$ cat src/rtl/vram_rect_filler.sv
// -----------------------------------------------------------------------------
// vram_rect_filler
//   Write-side companion of the VGA scan-out path. Accepts one rectangle-fill
//   command over a valid/ready handshake, clips it to the framebuffer, then
//   issues one VRAM write per pixel in row-major order, honouring write stalls.
//
// Ports
//   clock_25mhz   in   sole clock, rising edge
//   reset         in   asynchronous, active-high reset
//   cmd_valid     in   command present
//   cmd_ready     out  block can accept a command (registered)
//   cmd_x/cmd_y   in   top-left corner of the rectangle
//   cmd_w/cmd_h   in   rectangle size in pixels
//   cmd_color     in   fill pixel value
//   vram_we       out  write strobe (registered)
//   vram_addr     out  write address = y*FB_WIDTH + x (registered)
//   vram_data_in  out  write data (registered)
//   vram_wr_ready in   VRAM accepts the write this cycle
//   busy          out  command in progress (registered)
//   done          out  one-cycle pulse when a command completes (registered)
// -----------------------------------------------------------------------------
module vram_rect_filler #(
  parameter int FB_WIDTH    = 160,
  parameter int FB_HEIGHT   = 120,
  parameter int ADDR_WIDTH  = 15,
  parameter int PIXEL_WIDTH = 8
) (
  input  logic                   clock_25mhz,
  input  logic                   reset,
  input  logic                   cmd_valid,
  output logic                   cmd_ready,
  input  logic [7:0]             cmd_x,
  input  logic [6:0]             cmd_y,
  input  logic [7:0]             cmd_w,
  input  logic [6:0]             cmd_h,
  input  logic [PIXEL_WIDTH-1:0] cmd_color,
  output logic                   vram_we,
  output logic [ADDR_WIDTH-1:0]  vram_addr,
  output logic [PIXEL_WIDTH-1:0] vram_data_in,
  input  logic                   vram_wr_ready,
  output logic                   busy,
  output logic                   done
);

  typedef enum logic [1:0] {
    S_IDLE,
    S_CLIP,
    S_FILL,
    S_DONE
  } state_t;

  localparam logic [8:0]            FB_W9  = 9'(FB_WIDTH);
  localparam logic [8:0]            FB_H9  = 9'(FB_HEIGHT);
  localparam logic [ADDR_WIDTH-1:0] FB_W_A = ADDR_WIDTH'(FB_WIDTH);

  state_t                 state_q, state_d;
  logic                   cmd_ready_q, cmd_ready_d;
  logic                   busy_q, busy_d;
  logic                   done_q, done_d;
  logic                   vram_we_q, vram_we_d;
  logic [ADDR_WIDTH-1:0]  vram_addr_q, vram_addr_d;
  logic [PIXEL_WIDTH-1:0] vram_data_q, vram_data_d;

  // Captured command
  logic [7:0]             x_q, x_d;
  logic [6:0]             y_q, y_d;
  logic [7:0]             w_q, w_d;
  logic [6:0]             h_q, h_d;
  logic [PIXEL_WIDTH-1:0] color_q, color_d;

  // Clipped size and fill walk
  logic [8:0]             wc_q, wc_d;
  logic [8:0]             hc_q, hc_d;
  logic [8:0]             col_q, col_d;
  logic [8:0]             row_q, row_d;
  logic [ADDR_WIDTH-1:0]  row_base_q, row_base_d;

  // Clip arithmetic on the captured command, 9 bits wide so FB_WIDTH - x
  // cannot wrap for any legal x.
  logic [8:0] x9, y9, w9, h9, rem_w, rem_h, clip_w, clip_h;

  // NOTE: every combinational output gets a default before any branch, so
  // no path leaves a signal unassigned and no latch is inferred.
  always_comb begin
    x9     = {1'b0, x_q};
    y9     = {2'b00, y_q};
    w9     = {1'b0, w_q};
    h9     = {2'b00, h_q};
    rem_w  = FB_W9 - x9;
    rem_h  = FB_H9 - y9;
    clip_w = 9'd0;
    clip_h = 9'd0;
    if (x9 < FB_W9 && w_q != 8'd0) begin
      clip_w = (w9 < rem_w) ? w9 : rem_w;
    end
    if (y9 < FB_H9 && h_q != 7'd0) begin
      clip_h = (h9 < rem_h) ? h9 : rem_h;
    end
  end

  logic last_col, last_row;
  assign last_col = (col_q == wc_q - 9'd1);
  assign last_row = (row_q == hc_q - 9'd1);

  always_comb begin
    state_d     = state_q;
    cmd_ready_d = cmd_ready_q;
    busy_d      = busy_q;
    done_d      = 1'b0;
    vram_we_d   = vram_we_q;
    vram_addr_d = vram_addr_q;
    vram_data_d = vram_data_q;
    x_d         = x_q;
    y_d         = y_q;
    w_d         = w_q;
    h_d         = h_q;
    color_d     = color_q;
    wc_d        = wc_q;
    hc_d        = hc_q;
    col_d       = col_q;
    row_d       = row_q;
    row_base_d  = row_base_q;

    unique case (state_q)
      S_IDLE: begin
        // cmd_ready comes up one edge after reset release and stays up here.
        cmd_ready_d = 1'b1;
        busy_d      = 1'b0;
        if (cmd_valid && cmd_ready_q) begin
          x_d         = cmd_x;
          y_d         = cmd_y;
          w_d         = cmd_w;
          h_d         = cmd_h;
          color_d     = cmd_color;
          cmd_ready_d = 1'b0;
          busy_d      = 1'b1;
          state_d     = S_CLIP;
        end
      end

      S_CLIP: begin
        wc_d = clip_w;
        hc_d = clip_h;
        if (clip_w == 9'd0 || clip_h == 9'd0) begin
          state_d = S_DONE;
        end else begin
          // The only multiply; rows after the first are reached by adding
          // FB_WIDTH in FILL.
          row_base_d = ADDR_WIDTH'(y_q) * FB_W_A;
          col_d      = 9'd0;
          row_d      = 9'd0;
          state_d    = S_FILL;
        end
      end

      S_FILL: begin
        if (!vram_we_q) begin
          // First cycle in FILL: present the first pixel.
          vram_we_d   = 1'b1;
          vram_addr_d = row_base_q + ADDR_WIDTH'(x_q);
          vram_data_d = color_q;
        end else if (vram_wr_ready) begin
          if (last_col) begin
            if (last_row) begin
              vram_we_d = 1'b0;
              state_d   = S_DONE;
            end else begin
              col_d       = 9'd0;
              row_d       = row_q + 9'd1;
              row_base_d  = row_base_q + FB_W_A;
              vram_addr_d = row_base_q + FB_W_A + ADDR_WIDTH'(x_q);
            end
          end else begin
            // Same row: row_base + x + (col+1) is simply the next address.
            col_d       = col_q + 9'd1;
            vram_addr_d = vram_addr_q + ADDR_WIDTH'(1);
          end
        end
        // With vram_wr_ready low everything holds: the stall case.
      end

      S_DONE: begin
        done_d      = 1'b1;
        busy_d      = 1'b0;
        cmd_ready_d = 1'b1;
        state_d     = S_IDLE;
      end

      default: state_d = S_IDLE;
    endcase
  end

  // NOTE: state registers use non-blocking assignments so every flop samples
  // the pre-edge values, independent of statement order.
  always_ff @(posedge clock_25mhz or posedge reset) begin
    if (reset) begin
      state_q     <= S_IDLE;
      cmd_ready_q <= 1'b0;
      busy_q      <= 1'b0;
      done_q      <= 1'b0;
      vram_we_q   <= 1'b0;
      vram_addr_q <= '0;
      vram_data_q <= '0;
      x_q         <= '0;
      y_q         <= '0;
      w_q         <= '0;
      h_q         <= '0;
      color_q     <= '0;
      wc_q        <= '0;
      hc_q        <= '0;
      col_q       <= '0;
      row_q       <= '0;
      row_base_q  <= '0;
    end else begin
      state_q     <= state_d;
      cmd_ready_q <= cmd_ready_d;
      busy_q      <= busy_d;
      done_q      <= done_d;
      vram_we_q   <= vram_we_d;
      vram_addr_q <= vram_addr_d;
      vram_data_q <= vram_data_d;
      x_q         <= x_d;
      y_q         <= y_d;
      w_q         <= w_d;
      h_q         <= h_d;
      color_q     <= color_d;
      wc_q        <= wc_d;
      hc_q        <= hc_d;
      col_q       <= col_d;
      row_q       <= row_d;
      row_base_q  <= row_base_d;
    end
  end

  assign cmd_ready    = cmd_ready_q;
  assign busy         = busy_q;
  assign done         = done_q;
  assign vram_we      = vram_we_q;
  assign vram_addr    = vram_addr_q;
  assign vram_data_in = vram_data_q;

endmodule

$ cat config.mk
export PLATFORM = sky130hd
export DESIGN_NAME = vram_rect_filler
export DESIGN_NICKNAME = d
export VERILOG_FILES = /design/src/rtl/vram_rect_filler.sv
export SDC_FILE = /design/constraint.sdc
export NUM_CORES = 1
export LEC_CHECK = 0
export CELL_PAD_IN_SITES_DETAIL_PLACEMENT = 1
export CELL_PAD_IN_SITES_GLOBAL_PLACEMENT = 1
export CORE_MARGIN = 2
export CORE_UTILIZATION = 40
export DETAILED_ROUTE_END_ITERATION = 8
export PLACE_DENSITY = 0.85
export SYNTH_ARGS = -nofsm -noshare
export SYNTH_HDL_FRONTEND = slang
export SYNTH_SLANG_ARGS = --single-unit
$ cat constraint.sdc
create_clock -name clock_25mhz -period 5.3 [get_ports clock_25mhz]
set_input_delay 1.06 -clock clock_25mhz [delete_from_list [all_inputs] [get_ports clock_25mhz]]
set_output_delay 1.06 -clock clock_25mhz [all_outputs]
set_load 0.02 [all_outputs]
Yosys cells after proc, flatten, opt, wreduce, memory -nomap -nowiden
Index checks and enable logic that the tools add are counted.
- register bits: 118
- latch bits: 0
- RAM bits: 0
- memory bits (read-only): 0
- input port bits: 42
- output and inout bits: 27
- word-level logic and storage cells: 106
- memories kept: 0
- add/sub/neg operators: 10
- multiply operators: 1
- div/mod/pow operators: 0
- magnitude comparators: 4
- equal/unequal tests: 15
- shift-type cells: 0
- muxes and demuxes: 41
- bitwise operators: 1
- reduce and logical (&&, ||, !) cells: 17
- operator list (kind ; number):
    2-to-1 mux 15 bit ; 9
    2-to-1 mux 9 bit ; 13
    case mux 9 bit (2 select lines) ; 2
    adder 15 x 8 -> 15 bit ; 2
    case mux 15 bit (2 select lines) ; 1
    adder 9 x 1 -> 9 bit (second input constant) ; 2
    == test 9 bit ; 2
    logical NOT 9 bit ; 2
    subtractor 9 x 1 -> 9 bit (second input constant) ; 2
    inequality test 2 bit (second input constant) ; 8
    adder 15 x 1 -> 15 bit (second input constant) ; 1
    adder 15 x 8 -> 15 bit (second input constant) ; 1
    multiplier 7 x 3 -> 10 bit (second input constant) ; 1
    2-to-1 mux 2 bit ; 5
    AND reduction 5 bit ; 2
    less-than comparator 7 x 9 -> 1 bit ; 1
    less-than comparator 8 x 9 -> 1 bit ; 1
    subtractor 8 x 8 -> 9 bit (first input constant) ; 1
    less-than comparator 8 bit (second input constant) ; 1
    2-to-1 mux 1 bit ; 8
    case mux 2 bit (4 select lines) ; 1
    nonzero test 8 bit ; 1
    subtractor 7 x 7 -> 8 bit (first input constant) ; 1
    less-than comparator 7 bit (second input constant) ; 1
    other kinds (13) ; 20

Depth between registers and ports, before layout
Gate-level depths: netlist (run 1).
- word-level depth: 8
- gate-level depth with buffers: 17
- gate-level depth less buffers: 15

Worst setup path after synthesis (run 1)
Ideal clock, no wire load.
- path type: reg-to-reg
- start point: reg y_q[1]
- end point: reg col_q[4]
- setup time: 0.110 ns
- arrival: 3.435 ns
- required time: 5.190 ns
- path slack: 1.755 ns
- stages on the path, launching flop included: 16
- buffers on the path: 1
- period minus slack after synthesis: 3.545 ns
- cell sequence: dfrtp_1 -> inv_1 -> ha_1 -> nor2b_1 -> or3_1 -> nand2_1 -> ha_1 -> a211oi_1 -> nor2_1 -> a211oi_1 -> nor4b_1 -> o2111ai_1 -> a21boi_4 -> or2_2 -> clkbuf_1 -> o41ai_1
- word-level cells in the longest chain between the ends: 8
- elaborated cells on any way between the ends: 10
- those cells by class: 1 x add/sub; 2 x order compare; 1 x eq/ne; 2 x mux; 4 x reduce/logical
- ends and longest elaborated chain (item ; line ; text):
    start, declared ; 66 ; logic [6:0] y_q, y_d;
    start signal, assigned ; 223 ; y_q <= y_d;
    subtractor 7 x 7 -> 8 bit ; 90 ; rem_h = FB_H9 - y9;
    less-than comparator 7 x 9 -> 1 bit ; 97 ; clip_h = (h9 < rem_h) ? h9 : rem_h;
    2-to-1 mux 9 bit ; 97 ;
    2-to-1 mux 9 bit * ; 96 ; if (y9 < FB_H9 && h_q != 7'd0) begin
    logical NOT 9 bit * ; 144 ; if (clip_w == 9'd0 || clip_h == 9'd0) begin
    logical OR 1 bit * ; 144 ;
    inequality test 2 bit (no source line) * ; -- ;
    AND reduction 5 bit (no source line) * ; -- ;
    end signal, assigned ; 229 ; col_q <= col_d;
    end, declared ; 74 ; logic [8:0] col_q, col_d;
Every way passes the cells marked *; elsewhere a longest branch is shown, timed or not.
A chain may end at the register's enable or synchronous reset.

Worst setup path in the final report (run 1)
Same ends and word-level chain as after synthesis.

==> impl_metrics.json, run 1 <==
{
  "status": "complete, no violations",
  "end_kind": "flip-flop",
  "htreeDepth": 3,
  "grt_overflow": 0,
  "grt_pass1_wl_um": 33400,
  "final-setup-viol-count": 0,
  "synth_ff_type": "dfrtp_1",
  "initial_core_util_pct": 41.0,
  "die_y_um": 140,
  "wl_met2_um": 10000,
  "synth-edff-count": 0,
  "netlist.area_leader.share_pct": 37.8,
  "top_layer": "met4",
  "avgSynthCellArea_um2": 9.61,
  "yosys.area.top_type": "dfrtp_1",
  "routed_wl_um": 19800,
  "synthCells": 771,
  "final.setup.tns_ns": 0,
  "drc_errors": 0,
  "ys_ff_latch": 112,
  "clkSinkCount": 112,
  "place_inst": 1037,
  "wl_per_cell_um": 18.8,
  "hold_path_class": "reg2reg",
  "cts_setup_buffers": 0,
  "path_clk_slew_ns": 0.08,
  "yosysMostFrequentCell": "dfrtp_1",
  "crit_start": "y_q[1]$_DFFE_PP0P_",
  "cellPowerDensity_nw_per_um2": 649,
  "slew_viol_final": 0,
  "m1WireLength_um": 8770,
  "cts_made_buffers": 9,
  "worst_slack_ns": 0.852,
  "worstSkewPairLatency_ns": 0.37,
  "path_max_fanout": 35,
  "drv_cap": 0,
  "reg2reg_depth": 14,
  "boundaryPins": 69,
  "port_buffers": 68,
  "relSlewSlack_pct": 23.8,
  "dieArea_um2": 19600,
  "finalHoldViolCount": 0,
  "hpwl_um": 14800,
  "ys_top_cells_by_count": "112 x dfrtp_1, 57 x mux2_2, 53 x o21ai_0",
  "syn-cell-area_um2": 7410,
  "critPathLaunchType": "flip-flop",
  "viasPerCell": 5.75,
  "root_buffer": "clkbuf_16",
  "diodes": 0,
  "die_w_um": 140,
  "ys_warn_count": 0,
  "cts_tree": "built",
  "crit_path_cell_trace": "inv_1 -> ha_1 -> nor2b_1 -> or3_1 -> nand2_1 -> ha_1 -> a211oi_1 -> nor2_1 -> a211oi_1 -> nor4b_1 -> o2111ai_1 -> a21boi_4 -> or2_2 -> o41ai_1",
  "cts_resized": 0,
  "clock_path_buffers": 2,
  "ant_nets": 0,
  "vias": 6056,
  "max_freq_mhz": 225,
  "firstDrtPassIters": 4,
  "rows": 49,
  "cp.arrival_ns": 4.69,
  "cpMaxStageDelayCell": "a211oi_1",
  "syn_nets": 856,
  "clock_skew_ns": 0.0120,
  "cp_slowest_stage_delay_ns": 0.50,
  "r2r_end": "col_q[4]$_DFFE_PP0P_",
  "crit_path_end": "col_q[4]$_DFFE_PP0P_",
  "drive_gt1_share_pct": 11.4,
  "hold_buffers": 0,
  "dp_slack_ns": 0.920,
  "worstPathRequired_ns": 5.54,
  "rrSetupSlack_ns": 0.85,
  "critical_path_class": "reg2reg",
  "power_leakage_nw": 3.67,
  "synth-seq-area-share_pct": 37.8,
  "drt-initial-drc-count": 228,
  "r2r_start": "y_q[1]$_DFFE_PP0P_",
  "met3_length_um": 656,
  "core_area_um2": 18100,
  "worstHoldStart": "busy$_DFFE_PP0P_",
  "grt_max_degree": 85,
  "yosys-top-cells-area": "dfrtp_1 38%, mux2_2 8.7%, ha_1 7.1%, xnor2_1 4.7%, xor2_1 3.7%",
  "async_flop_share_pct": 100,
  "finalNonFillerCells": 1053,
  "gp_congestion": 0.851,
  "fin_crit_sh_pct": 83.9,
  "worst_pin_slew_ns": 1.11,
  "rsz0062_at_grt": "no",
  "grt_pass1_vias": 6516,
  "period_needed_ns": 4.45,
  "syn2layout_area_growth_pct": 15.9,
  "vdd_drop_max_mv": 0.351,
  "ys_types": 68,
  "grt_use_total_pct": 21.0,
  "finalNetCount": 904,
  "min_path_cells": 1,
  "antenna_found_initial": 0
}
through the flow:
| stage | hold WS, ns | util (%) | total power, W | cell area (µm²) |
|---|---|---|---|---|
| 4_1_cts | 0.501 | 47.5 | 0.00558 | 8590 |
| 5_1_grt | 0.523 | 47.5 | 0.00600 | 8590 |
| 3_5_place_dp | 0.482 | 45.7 | 0.00479 | 8260 |
| 3_3_place_gp | 0.466 | 45.7 | 0.00462 | 8260 |
| 6_report | 0.499 | 47.5 | 0.00557 | 8590 |
| 2_1_floorplan | 0.472 | - | 0.00390 | 7410 |
registers in the layout, indices dropped and copies added, names as in the netlist, 2 cells and up:
register and cells:
vram_addr 15, row_base_q 10, col_q 9, row_q 9
wc_q 9, color_q 8, hc_q 8, vram_data_in 8
w_q 8, x_q 8, h_q 7, y_q 7
state_q 2
worst max-delay path: cells and delay by family, from the launching register on:
family                   cells  cell delay, ns
AO/OA/AOI/OAI                5            1.95
flip-flops                   1            0.44
adder cells (fa/ha/maj)      2            0.48
AND/OR/NAND/NOR              6            1.33
buffers and inverters        1            0.10
power breakdown:
part	internal (W)	switching, W	total, W
clock	0.000392	0.000356	0.000748
sequential	0.00117	0.000454	0.00162
combinational	0.00140	0.00180	0.00320
total	0.00296	0.00261	0.00557
cell usage in the layout, fill, tap and decap left out, drive strengths merged, types with 4 or more instances in the layout:
| master | Yosys | final |
|---|---|---|
| ha | 42 | 42 |
| nand3 | 24 | 24 |
| a21o | 7 | 7 |
| clkbuf | 23 | 10 |
| a21oi | 39 | 39 |
| nor2b | 7 | 7 |
| or3 | 8 | 8 |
| nor2 | 53 | 53 |
| nand3b | 5 | 5 |
| nor3 | 17 | 17 |
| a2111oi | 4 | 4 |
| o31a | 5 | 5 |
| inv | 42 | 45 |
| mux2i | 8 | 8 |
| nand2b | 8 | 8 |
| nor4 | 5 | 5 |
| o21ai | 55 | 55 |
| a211oi | 6 | 6 |
| o22ai | 15 | 15 |
| buf | 12 | 4 |
| nand4 | 12 | 12 |
| a31oi | 5 | 5 |
| clkdlybuf4s50 | 0 | 68 |
| a211o | 5 | 5 |
| xnor2 | 40 | 40 |
| and3 | 11 | 11 |
| mux2 | 61 | 61 |
| nand2 | 41 | 41 |
| nor3b | 4 | 4 |
| xor2 | 31 | 31 |
| dfrtp | 112 | 112 |
| o211ai | 4 | 4 |
| o31ai | 17 | 17 |
worst min path at each step:
stage	endpoint
after floorplan	row_q[8]$_DFFE_PP0P_
after global placement	busy$_DFFE_PP0P_
after detailed placement	busy$_DFFE_PP0P_
after CTS	busy$_DFFE_PP0P_
after global routing	color_q[2]$_DFFE_PP0P_
final	busy$_DFFE_PP0P_
cell type report:
class / count / area, µm²
clock buffers: 10 / 239
clock inverters: 6 / 83.8
fillers: 2030 / 9500
inverters: 42 / 160
multi-input cells: 582 / 4300
flip-flops and latches: 112 / 2800
well taps: 229 / 287
repair buffers: 72 / 711
logic make-up (layout without fill, tap and decap cells):
group                      after synthesis  count (layout)  share of synthesized area [%]
AOI/OAI and AO/OA                      188             188                           17.1
xor gates and xnor gates                71              71                           8.40
adders and majority gates               43              43                           7.36
buffers and inverters                   77             130                           4.14
DFF                                    112             112                           37.8
muxes                                   69              69                           10.4
and+or+nand+nor                        211             211                           14.8
metal layers:
| layer | track usage (%) | vias up |
|---|---|---|
| met3 | 3.69 | 30 |
| li1 | - | 2881 |
| met4 | 5.90 | 0 |
| met1 | 26.5 | 3052 |
| met2 | 37.1 | 93 |
| met5 | 0 | - |
Power figures use the tool's default switching activity.
==> run 2, diff against run 1 <==
==> constraint.sdc (replaced) <==
create_clock -name clock_25mhz -period 4.2 [get_ports clock_25mhz]
set_input_delay 0.84 -clock clock_25mhz [delete_from_list [all_inputs] [get_ports clock_25mhz]]
set_output_delay 0.84 -clock clock_25mhz [all_outputs]
set_load 0.02 [all_outputs]
==> impl_metrics.json, run 2 (same netlist as run 1, synthesis figures left out) <==
{
  "boundaryPins": 69,
  "period_needed_ns": 3.96,
  "multi_input_area_um2": 4310,
  "hpwl_um": 15100,
  "ant_nets": 0,
  "wl_per_cell_um": 19.0,
  "diodes": 0,
  "hold_buffers": 0,
  "vias": 6165,
  "die_y_um": 140,
  "worst_pin_slew_ns": 0.792,
  "final-setup-viol-count": 0,
  "slew_viol_final": 0,
  "clock_path_buffers": 2,
  "dieArea_um2": 19600,
  "port_buffers": 68,
  "hold_path_class": "reg2reg",
  "critical_path_class": "reg2reg",
  "htreeDepth": 3,
  "drv_cap": 0,
  "drive_gt1_share_pct": 13.1,
  "rrSetupSlack_ns": 0.24,
  "rsz0062_at_grt": "no",
  "fin_crit_sh_pct": 94.3,
  "rows": 49,
  "worst_slack_ns": 0.238,
  "fill_cells": 1991,
  "dp_slack_ns": 0.216,
  "finalNetCount": 919,
  "grt_max_degree": 65,
  "clock_skew_ns": 0.0105,
  "grt_overflow": 0,
  "max_freq_mhz": 252,
  "grt_use_total_pct": 21.1,
  "root_buffer": "clkbuf_16",
  "power_leakage_nw": 3.74,
  "firstDrtPassIters": 5,
  "vdd_drop_max_mv": 0.381,
  "grt_pass1_vias": 6541,
  "worstSkewPairLatency_ns": 0.37,
  "r2r_end": "col_q[3]$_DFFE_PP0P_",
  "relSlewSlack_pct": 45.9,
  "status": "complete, no violations",
  "die_w_um": 140,
  "initial_core_util_pct": 41.0,
  "seqCellArea_um2": 2800,
  "gp_congestion": 0.855,
  "largest_reg_flops": 15,
  "clkSinkCount": 112,
  "worstPathRequired_ns": 4.44,
  "syn2layout_area_growth_pct": 17.7,
  "cellPowerDensity_nw_per_um2": 824,
  "path_max_fanout": 12,
  "crit_path_end": "col_q[3]$_DFFE_PP0P_",
  "mostFrequentLayoutCells": "112 x dfrtp_1, 68 x clkdlybuf4s50_1, 57 x mux2_2, 53 x o21ai_0, 51 x nor2_1",
  "final.setup.tns_ns": 0,
  "viasPerCell": 5.77,
  "end_kind": "flip-flop",
  "mostFrequentLayoutCell": "dfrtp_1",
  "r2r_start": "y_q[0]$_DFFE_PP0P_",
  "cp.arrival_ns": 4.20,
  "grt_pass1_wl_um": 33600,
  "critPathLaunchType": "flip-flop",
  "path_clk_slew_ns": 0.07,
  "routed_wl_um": 20200,
  "drt-initial-drc-count": 363,
  "cts_tree": "built",
  "finalHoldViolCount": 0,
  "core_area_um2": 18100,
  "crit_start": "y_q[0]$_DFFE_PP0P_",
  "drc_errors": 0,
  "cts_made_buffers": 9,
  "antenna_found_initial": 0,
  "reg2reg_depth": 15
}
==> run 2: changes by cell type in the layout (fill, tap and decap cells not counted), sizes merged <==
cell	previous run	this run
buf	4	19
inv	45	42
clkbuf	10	11
clkinvlp	0	2
==> run 2: what timing repair did <==
action | in CTS | in global routing
resized for setup | 0 | 1
setup endpoints to repair | 0 | 19
setup buffers | 0 | 3
hold endpoints to repair | 0 | 0
==> run 2: critical path: stages, from the launching register on <==
cell	delay, ns
dfrtp_1	0.46
inv_1	0.12
ha_1	0.23
nor2b_1	0.16
o21ai_0	0.29
nand2_1	0.16
ha_1	0.33
a211oi_1	0.23
nor2_1	0.10
a211oi_1	0.28
buf_4	0.19
o21ai_0	0.13
o2111ai_2	0.20
a21boi_4	0.18
or2_2	0.41
o41ai_1	0.38
==> run 2: where the power goes <==
| part | internal, W | total (W) | leakage, nW | switching (W) |
|---|---|---|---|---|
| Combinational | 0.00187 | 0.00422 | 2.18 | 0.00235 |
| Sequential | 0.00147 | 0.00205 | 1.42 | 0.000574 |
| Clock | 0.000494 | 0.000915 | 0.148 | 0.000421 |
==> run 2: worst min-delay path by stage <==
stage / from / end / slack (ns) / cells after the start
2_1_floorplan: row_q[8]$_DFFE_PP0P_ / row_q[8]$_DFFE_PP0P_ / 0.47 / 1
3_3_place_gp: busy$_DFFE_PP0P_ / busy$_DFFE_PP0P_ / 0.46 / 1
3_5_place_dp: busy$_DFFE_PP0P_ / busy$_DFFE_PP0P_ / 0.47 / 1
4_1_cts: busy$_DFFE_PP0P_ / busy$_DFFE_PP0P_ / 0.49 / 1
5_1_grt: color_q[2]$_DFFE_PP0P_ / color_q[2]$_DFFE_PP0P_ / 0.52 / 1
6_report: busy$_DFFE_PP0P_ / busy$_DFFE_PP0P_ / 0.49 / 1
==> run 2: routing by layer <==
layer,track usage [%],up-vias,wire [µm]
met5,0,-,0
met4,6.96,0,363
met3,2.84,29,603
met2,38.0,116,10400
met1,26.3,3109,8840
li1,-,2911,-
==> run 2: area by class of cell <==
type                    count  share of cell area (%)
inverters                  42                    1.84
repair buffers             87                    9.73
clock inverters             5                   0.632
multi-input cells         582                    49.4
flip-flops and latches    112                    32.2
well taps                 229                    3.29
clock buffers              11                    2.90
==> run 2: metrics by stage <==
step | cell area (µm²) | instances | utilization, % | hold WS, ns | total power [W]
2_1_floorplan | 7410 | 771 | - | 0.472 | 0.00492
3_3_place_gp | 8370 | 1049 | 46.3 | 0.464 | 0.00591
3_5_place_dp | 8370 | 1049 | 46.3 | 0.475 | 0.00613
4_1_cts | 8670 | 1065 | 48.0 | 0.491 | 0.00712
5_1_grt | 8710 | 1068 | 48.2 | 0.519 | 0.00771
6_report | 8710 | 1068 | 48.2 | 0.487 | 0.00718
